**src/rtl/ds_inst_queue.sv**
```systemverilog
`default_nettype none
// ============================================================================
//  Module   : ds_inst_queue
//  Purpose  : Circular instruction queue between fetch and decode. It holds
//             up to DEPTH {inst, pc} entries with a side exception bus.
//             Flush empties the queue. A branch redirect keeps only the
//             head entry, which is the delay slot.
//  Ports    : clk, reset          - clock, synchronous active-high reset
//             fs_to_ds_valid/bus  - write request and payload from fetch
//             fs_ex_bus           - side bus stored with each entry
//             iq_allowin          - queue can take a write this cycle
//             iq_to_ds_valid/bus  - head entry presented to decode
//             iq_ex_bus           - head side bus
//             ds_allowin          - decode consumes the head this cycle
//             flush, br_redirect  - pipeline kill controls
//             iq_count            - current occupancy
//  Revision : 1.0 - initial release
// ============================================================================
module ds_inst_queue #(
  parameter int DATA_WD = 64,
  parameter int EX_WD   = 1,
  parameter int DEPTH   = 4
) (
  input  logic                     clk,
  input  logic                     reset,
  input  logic                     fs_to_ds_valid,
  input  logic [DATA_WD-1:0]       fs_to_ds_bus,
  input  logic [EX_WD-1:0]         fs_ex_bus,
  output logic                     iq_allowin,
  output logic                     iq_to_ds_valid,
  output logic [DATA_WD-1:0]       iq_to_ds_bus,
  output logic [EX_WD-1:0]         iq_ex_bus,
  input  logic                     ds_allowin,
  input  logic                     flush,
  input  logic                     br_redirect,
  output logic [$clog2(DEPTH):0]   iq_count
);

  localparam int PTR_W = $clog2(DEPTH);
  localparam int CNT_W = PTR_W + 1;
  localparam logic [CNT_W-1:0] c_FULL = CNT_W'(DEPTH);
  localparam logic [CNT_W-1:0] c_ONE  = CNT_W'(1);

  logic [DATA_WD-1:0] r_data [DEPTH];
  logic [EX_WD-1:0]   r_ex   [DEPTH];
  logic [PTR_W-1:0]   r_rptr;
  logic [PTR_W-1:0]   r_wptr;
  logic [CNT_W-1:0]   r_count;

  logic w_wr;
  logic w_rd;
  logic w_wr_commit;
  logic w_br_kill;

  assign iq_allowin     = (r_count != c_FULL);
  assign iq_to_ds_valid = (r_count != '0);
  assign iq_to_ds_bus   = r_data[r_rptr];
  assign iq_ex_bus      = r_ex[r_rptr];
  assign iq_count       = r_count;

  assign w_wr = fs_to_ds_valid && iq_allowin;
  assign w_rd = iq_to_ds_valid && ds_allowin;

  // A redirect with a non-empty queue kills everything younger than the
  // head. With an empty queue, the same-cycle write is the delay slot and
  // must survive.
  assign w_br_kill   = br_redirect && (r_count != '0);
  assign w_wr_commit = w_wr && !flush && !w_br_kill;

  // Entry storage carries no reset. Valid state is held in the pointers
  // and the count.
  always_ff @(posedge clk) begin
    if (w_wr_commit) begin
      r_data[r_wptr] <= fs_to_ds_bus;
      r_ex[r_wptr]   <= fs_ex_bus;
    end
  end

  always_ff @(posedge clk) begin
    if (reset) begin
      r_rptr  <= '0;
      r_wptr  <= '0;
      r_count <= '0;
    end else if (flush) begin
      r_rptr  <= r_wptr;
      r_count <= '0;
    end else if (w_br_kill) begin
      // Rewind the write pointer to just past the head. If the head is
      // consumed this cycle, both pointers land there and the queue is empty.
      r_wptr <= r_rptr + 1'b1;
      if (w_rd) begin
        r_rptr  <= r_rptr + 1'b1;
        r_count <= '0;
      end else begin
        r_count <= c_ONE;
      end
    end else begin
      if (w_wr_commit) r_wptr <= r_wptr + 1'b1;
      if (w_rd)        r_rptr <= r_rptr + 1'b1;
      case ({w_wr_commit, w_rd})
        2'b10:   r_count <= r_count + c_ONE;
        2'b01:   r_count <= r_count - c_ONE;
        default: r_count <= r_count;
      endcase
    end
  end

endmodule
`default_nettype wire

```
**config.mk**
```make
export PLATFORM = sky130hd
export DESIGN_NAME = ds_inst_queue
export DESIGN_NICKNAME = d
export VERILOG_FILES = /design/src/rtl/ds_inst_queue.sv
export SDC_FILE = /design/constraint.sdc
export NUM_CORES = 1
export LEC_CHECK = 0
export CAP_MARGIN = 15
export CORE_MARGIN = 8
export CORE_UTILIZATION = 54
export CTS_CLUSTER_DIAMETER = 80
export DETAILED_ROUTE_END_ITERATION = 8
export PLACE_DENSITY = 0.79
export SETUP_SLACK_MARGIN = 0.2
export SLEW_MARGIN = 5
export SYNTH_ARGS = -nofsm -noshare
export SYNTH_HDL_FRONTEND = slang
export SYNTH_SLANG_ARGS = --single-unit
```
**constraint.sdc**
```tcl
create_clock -name clk -period 4.3 [get_ports clk]
set_input_delay 0.86 -clock clk [delete_from_list [all_inputs] [get_ports clk]]
set_output_delay 0.86 -clock clk [all_outputs]
set_load 0.01 [all_outputs]
```
==> results.txt, run 1 <==
----------------------------------------------------
[Clock tree]
  Max clock buf depth ... 3
  Number of gates given a new drive strength after cts ... 0
  Number of hold buffers added after CTS ... 0
  Clock Sinks ... 269
  Clock latency of the later-clocked register in the worst-skew pair ... 0.53 ns
  Clock Pin Slew Worst Setup and Hold Paths ... 0.06 ns
  Maximum level of the CTS H-tree ... 1
  CTS tree ... done
  Count of buffers added by post-CTS timing repair for setup ... 0
  Cell at the root of the clock tree ... clkbuf_16
  TritonCTS Buffers ... 27

[Finish]
  Most common cell after layout, fill and taps aside ... edfxtp_1
  Final-stage net count ... 652
  Most used cells in the layout excluding fill and tap cells ... edfxtp_1, clkdlybuf4s50_1, mux4_2, clkbuf_16
  Fraction of final layout cells sized beyond drive strength 1 ... 0.219
  Layout Utilization ... 0.692
  Final Non-Filler Cells ... 832
  Area overhead of the layout relative to synthesis ... 27.4%

[Drt]
  Vias per cell ... between 5 and 6
  Remaining DRCs ... 0
  Total iterations of the first detailed-routing run ... 4
  Remaining antenna violation count after routing ... 0
  Routed length per placed instance ... about 24 µm
  DRC violation total after the first TritonRoute iteration ... ~260
  Wirelength, routed ... 19.7 mm
  Via total after detailed routing ... 4826

[Timing]
  Headroom to the max-slew limit ... 0.368
  Max-slew violation total from the final report ... 0
  Max Fclk ... 286 MHz
  Hold Violations, Final ... 0
  RSZ-0062 raised after global routing ... false
  Final setup vio count ... 0
  Least-Margin Pin Slew ... around 0.95 ns
  Final-layout setup total negative slack ... 0 ns
  Final Critical Period ... 3.50 ns
  Period utilisation layout ... 0.813
  Clock skew ... 0.0287 ns

[Power and ir drop]
  Static Leak ... between 4 and 5 nW
  Pwr Density ... 472 mW/mm²
  IR Drop Worst-Case VDD ... 0.386 mV

[Global route]
  Global-route wire length before repair ... 30.7 mm
  Largest net degree at the start of global routing ... 66
  Vias in the first global route ... ~5300
  Global Route Usage Sum ... 0.171
  Initial antenna violation count ... 1
  Global route total overflow ... 0

[Die]
  X dimension of the die ... 152 µm
  Placeable core region ... 0.0185 mm²
  DIE HEIGHT ... 152 µm
  Number of standard-cell rows in the floorplan ... 50
  Full die area ... 0.0232 mm²
  I/O pin count ... approximately 140
  Initial Util ... 0.543

[Critical path]
  Type of element capturing the critical path ... primary output
  Endpoint arrival time on the critical path ... 2.64 ns
  Data required time at the worst endpoint ... 3.44 ns
  Maximum fanout encountered on the critical timing path ... 22
  Kind of start point of the critical path ... flip-flop
  Setup CP Type ... reg -> out
  Start of the worst register-to-register path ... iq_count[0]$_SDFFE_PP0P_

[Yosys]
  Number of unique standard cell types used by synthesis ... 45
  Mapped Cells ... 418
  EDFF count, synth ... 260
  Post-synth ARST share ... 0
  Syn nets ... between 400 and 500
  Area of the mapped netlist ... 0.0100 mm²
  Warnings, synthesis ... 0
  Most instantiated flip-flop cell in the synthesis netlist ... edfxtp_1
  Average instance area after synthesis ... 24.0 µm²
  Post-synthesis sequential element count ... 269
  Post-synthesis sequential area ratio ... 0.797

[Place]
  Number of buffers added on ports ... 140
  Routability cong. ... a little under 0.9
  Number of instances in the placed design ... 781
  Detailed placement HPWL ... 12.7 mm

[Worst hold path]
  Hold/Removal Path Class ... reg -> reg
  Worst hold start ... r_wptr[0]$_SDFFE_PP0P_

[Flow run]
  Max Cap Viol ... 0

[Status]
  Outcome ... finished, final reports clean

----------------------------------------------------
path summary, 6_finish.rpt:
path                                                 end  slack [ns]  cells after the start
worst min register to register    r_wptr[0]$_SDFFE_PP0P_        0.59                      2
worst min-delay path              r_wptr[0]$_SDFFE_PP0P_        0.59                      2
worst max-delay path                     iq_to_ds_bus[1]        0.80                      3
worst max register to register  iq_count[2]$_SDFFE_PP0P_        1.51                      9
synthesized netlist by cell type (2+ instances only):
| cell | instances | area, µm² |
|---|---|---|
| nor2_1 | 7 | 26.3 |
| nand2_1 | 3 | 11.3 |
| ha_1 | 4 | 50.1 |
| a21oi_1 | 3 | 15.0 |
| nand3_1 | 3 | 15.0 |
| nor4b_1 | 2 | 17.5 |
| dfxtp_1 | 9 | 180 |
| mux4_2 | 65 | 1460 |
| clkbuf_1 | 2 | 7.51 |
| buf_2 | 10 | 50.1 |
| o21ai_0 | 2 | 10.0 |
| nor3_1 | 3 | 15.0 |
| edfxtp_1 | 260 | 7810 |
| inv_1 | 4 | 15.0 |
| and2_1 | 4 | 25.0 |
| mux2i_1 | 2 | 20.0 |
| buf_4 | 3 | 22.5 |
| buf_1 | 5 | 18.8 |
sequential cells by signal, indices dropped and copies added (netlist names), named ones only:
name,flops
iq_count,3
r_data,256
r_ex,4
r_rptr,2
r_wptr,2
cell type report:
cell class | count | area (µm²)
Inverter | 4 | 15.0
Multi-Input combinational cell | 125 | 1930
Clock inverter | 14 | 263
Antenna cell | 1 | 2.50
Fill cell | 1095 | 5690
Clock buffer | 36 | 749
Sequential cell | 269 | 8000
Timing Repair Buffer | 149 | 1520
Tap cell | 234 | 293
kinds of logic (layout without fill, tap and decap cells):
kind of cell	Yosys count	in the layout	synth area share
DFF	269	269	0.797
muxes	68	68	0.149
and+or+nand+nor	32	32	0.0187
buffers and inverters	24	203	0.0114
AOI/OAI and AO/OA	18	18	0.0147
adders and majority gates	5	5	0.00699
xor gates and xnor gates	2	2	0.00175
other	0	1	0
critical path, stage by stage, from the launching register on:
cell and delay, ns:
dfxtp_4 0.63, buf_4 0.38, mux4_2 0.58, clkdlybuf4s50_1 0.51
routing by layer:
metal  part of all wire  GRT usage  routed length [µm]  up-vias
met1               0.40      0.212                7930     2485
li1                   -          -                   -     2104
met5                  0          0                   0        -
met2               0.49      0.286                9720      200
met3              0.082     0.0528                1620       37
met4              0.024     0.0524                 465        0
power by group:
group | internal (W) | leakage (nW) | total (W) | switching [W]
Combinational | 0.000269 | 1.14 | 0.000462 | 0.000193
Clock | 0.00165 | 0.492 | 0.00258 | 0.000931
Sequential | 0.00294 | 2.44 | 0.00298 | 0.0000403
through the flow:
stage | hold slack (ns) | cell area [µm²] | setup slack [ns] | total power (W)
floorplan | 0.514 | 10000 | 0.885 | 0.00323
global placement | 0.538 | 11800 | 0.691 | 0.00348
detailed placement | 0.568 | 11800 | 0.479 | 0.00350
CTS | 0.584 | 12800 | 0.714 | 0.00608
global route | 0.655 | 12800 | 0.622 | 0.00621
finish | 0.586 | 12800 | 0.803 | 0.00602
(Power assumes the default switching activity.)
==> inputs of run 2 (changes only) <==
Settings changed: CORE_UTILIZATION 54 to 49, PLACE_DENSITY 0.79 to 0.76.
Clock period 4.3 ns to 2.9 ns, I/O delays scaled along.
==> run 2 against run 1 <==
Compared with the run above:
- wire length up 1.7%
- clock power up 17%
- power up 35%
- non-clock buffer count up 31
- die area up 9.1%
- hold slack worse by 0.024 ns
- cell count up 7.6%
- first-iteration DRC count up 10%
- critical endpoint is now iq_to_ds_bus[26]
- combinational power up 59%
- utilization down 5.0 points
- sequential share of layout area down 0.79 points
==> results.txt, run 2 (same netlist as run 1, synthesis figures left out) <==
----------------------------------------------------
[Finish]
  Layout Utilization ... 0.641 (was 0.692)
  Most common cell after layout, fill and taps aside ... edfxtp_1 (unchanged)
  Register with the most flip-flops ... r_data (unchanged)
  Fraction of final layout cells sized beyond drive strength 1 ... 0.276 (was 0.219)
  Flip-flop count of the largest register after layout ... 256 (unchanged)
  Final-stage net count ... 682 (was 652)
  Final non-filler cell area ... 0.0129 mm² (was 0.0128 mm²)
  Area overhead of the layout relative to synthesis ... 29.1% (was 27.4%)
  Most used cells in the layout excluding fill and tap cells ... edfxtp_1, clkdlybuf4s50_1, mux4_2, dlygate4sd2_1, clkbuf_16 (was edfxtp_1, clkdlybuf4s50_1, mux4_2, clkbuf_16)

[Place]
  Routability cong. ... 0.776 (was 0.873)
  Detailed placement HPWL ... 12.3 mm (was 12.7 mm)
  Number of buffers added on ports ... 140 (unchanged)
  Placement-stage cell area ... 0.0120 mm² (was 0.0118 mm²)
  Placement Setup Slack ... -0.145 ns (was 0.479 ns)

[Timing]
  RSZ-0062 raised after global routing ... true (was false)
  Least-Margin Pin Slew ... 0.549 ns (was 0.947 ns)
  Max Fclk ... 369 MHz
  Final setup vio count ... 0 (unchanged)
  Hold Violations, Final ... 0 (unchanged)
  Min Hold Slack ... 0.562 ns (was 0.586 ns)
  Max-slew violation total from the final report ... 0 (unchanged)
  Final Critical Period ... between 2 and 3 ns
  Period utilisation layout ... 0.934
  Headroom to the max-slew limit ... 0.625 (was 0.368)
  Clock skew ... 0.00952 ns (was 0.0287 ns)
  Final WS setup ... 0.192 ns (was 0.803 ns)

[Drt]
  Total iterations of the first detailed-routing run ... 4 (unchanged)
  Routed length per placed instance ... 22.4 µm (was 23.7 µm)
  Wirelength, routed ... 20.1 mm (was 19.7 mm)
  Remaining DRCs ... 0 (unchanged)
  Remaining antenna violation count after routing ... 0 (unchanged)
  Vias per cell ... 5.51 (was 5.80)
  Via total after detailed routing ... 4934 (was 4826)
  DRC violation total after the first TritonRoute iteration ... 290 (was 263)

[Clock tree]
  Max clock buf depth ... 3 (unchanged)
  Clock latency of the later-clocked register in the worst-skew pair ... 0.51 ns (was 0.53 ns)
  TritonCTS Buffers ... 26 (was 27)
  Cell at the root of the clock tree ... clkbuf_16 (unchanged)
  Clock Pin Slew Worst Setup and Hold Paths ... 0.06 ns (about the same)
  Number of hold buffers added after CTS ... 0 (unchanged)
  Maximum level of the CTS H-tree ... 1 (unchanged)
  Clock Sinks ... 269 (unchanged)
  CTS tree ... done (unchanged)

[Critical path]
  Data required time at the worst endpoint ... 2.32 ns (was 3.44 ns)
  Maximum fanout encountered on the critical timing path ... 7 (was 22)
  Kind of start point of the critical path ... flip-flop (unchanged)
  Worst-case register-to-register setup slack ... 0.39 ns (was 1.51 ns)
  Setup CP Type ... reg -> out (unchanged)
  Endpoint arrival time on the critical path ... 2.13 ns (was 2.64 ns)
  Critical-path cell with the highest stage delay ... mux4_2 (was dfxtp_4)
  Cells along the critical path ... buf_6 -> bufbuf_16 -> mux4_2 -> dlygate4sd2_1 (was buf_4 -> mux4_2 -> clkdlybuf4s50_1)
  Type of element capturing the critical path ... primary output (unchanged)
  CP peak stage delay ... 0.48 ns (was 0.63 ns)

[Die]
  Placeable core region ... 0.0202 mm² (was 0.0185 mm²)
  Initial Util ... 0.497 (was 0.543)
  Number of standard-cell rows in the floorplan ... 52 (was 50)
  I/O pin count ... 141 (unchanged)
  DIE HEIGHT ... 159 µm (was 152 µm)
  Full die area ... 0.0253 mm² (was 0.0232 mm²)
  X dimension of the die ... 159 µm (was 152 µm)

[Power and ir drop]
  Static Leak ... 4.28 nW (was 4.07 nW)
  Pwr Density ... 630 mW/mm² (was 472 mW/mm²)
  IR Drop Worst-Case VDD ... 0.441 mV (was 0.386 mV)

[Global route]
  Largest net degree at the start of global routing ... 48 (was 66)
  Initial antenna violation count ... 2 (was 1)
  Global-route wire length before repair ... 31.0 mm (was 30.7 mm)
  Global Route Usage Sum ... 0.155 (was 0.171)
  Vias in the first global route ... 5312 (was 5315)
  Global route total overflow ... 0 (unchanged)

[Status]
  Outcome ... finished, final reports clean (unchanged)

[Flow run]
  Max Cap Viol ... 0 (unchanged)

[Worst hold path]
  Hold/Removal Path Class ... reg -> reg (unchanged)

----------------------------------------------------
-- run 2: cell count changes in the layout (fill, tap and decap cells not counted), moves of 3 or more --
| cell | before | now |
|---|---|---|
| buf_4 | 5 | 19 |
| buf_2 | 0 | 3 |
| clkdlybuf4s15_1 | 0 | 10 |
| clkdlybuf4s50_1 | 140 | 77 |
| bufinv_16 | 7 | 0 |
| dlymetal6s2s_1 | 0 | 4 |
| clkbuf_2 | 0 | 13 |
| clkinv_1 | 0 | 7 |
| buf_12 | 4 | 14 |
| clkbuf_8 | 4 | 0 |
| buf_16 | 0 | 4 |
| clkinv_2 | 2 | 6 |
| dlygate4sd2_1 | 0 | 33 |
-- run 2: repair_timing --
item / 4_1_cts / 5_1_grt
buffers inserted: 10 / 7
pin swaps: 0 / 0
setup endpoints to repair: 61 / 40
resized for setup: 77 / 42
cloned: 3 / 0
-- run 2: worst paths after layout --
path,start,to,depth (start not counted)
worst max-delay path,flip-flop,iq_to_ds_bus[26],4
worst min-delay path,iq_count[1]$_SDFFE_PP0P_,iq_count[1]$_SDFFE_PP0P_,2
worst max register to register,iq_count[0]$_SDFFE_PP0P_,iq_count[2]$_SDFFE_PP0P_,9
worst min register to register,iq_count[1]$_SDFFE_PP0P_,iq_count[1]$_SDFFE_PP0P_,2
-- run 2: power by group --
group	total, W	switching, W	internal [W]
sequential	0.00439	0.0000340	0.00435
clock	0.00303	0.00134	0.00169
combinational	0.000734	0.000323	0.000411
total	0.00815	0.00170	0.00645
-- run 2: through the flow --
stage	TNS [ns]	power (W)	cells
after detailed placement	-0.145	0.00521	828
after floorplan	0	0.00478	418
after global placement	0	0.00519	828
final	0	0.00815	895
after global routing	0	0.00842	895
after CTS	0	0.00823	887
-- run 2: routing by layer --
layer,wire length [µm],GRT usage
met5,9,0
met2,9950,0.257
met3,1410,0.0398
met1,8390,0.204
met4,305,0.0364
-- run 2: worst max-delay path, delay by kind of cell, from the launching register on --
| kind | cells | cell delay, ns |
|---|---|---|
| flops | 1 | 0.41 |
| buf+inv | 3 | 0.72 |
| mux | 1 | 0.48 |
-- run 2: cell type report --
cell class,instances,area (µm²)
clock inverters,16,81.3
fillers,1363,7240
inverters,4,15.0
well taps,270,338
multi-input cells,125,1930
repair buffers,180,1880
clock buffers,30,687
flip-flops and latches,269,8000
diodes,1,2.50
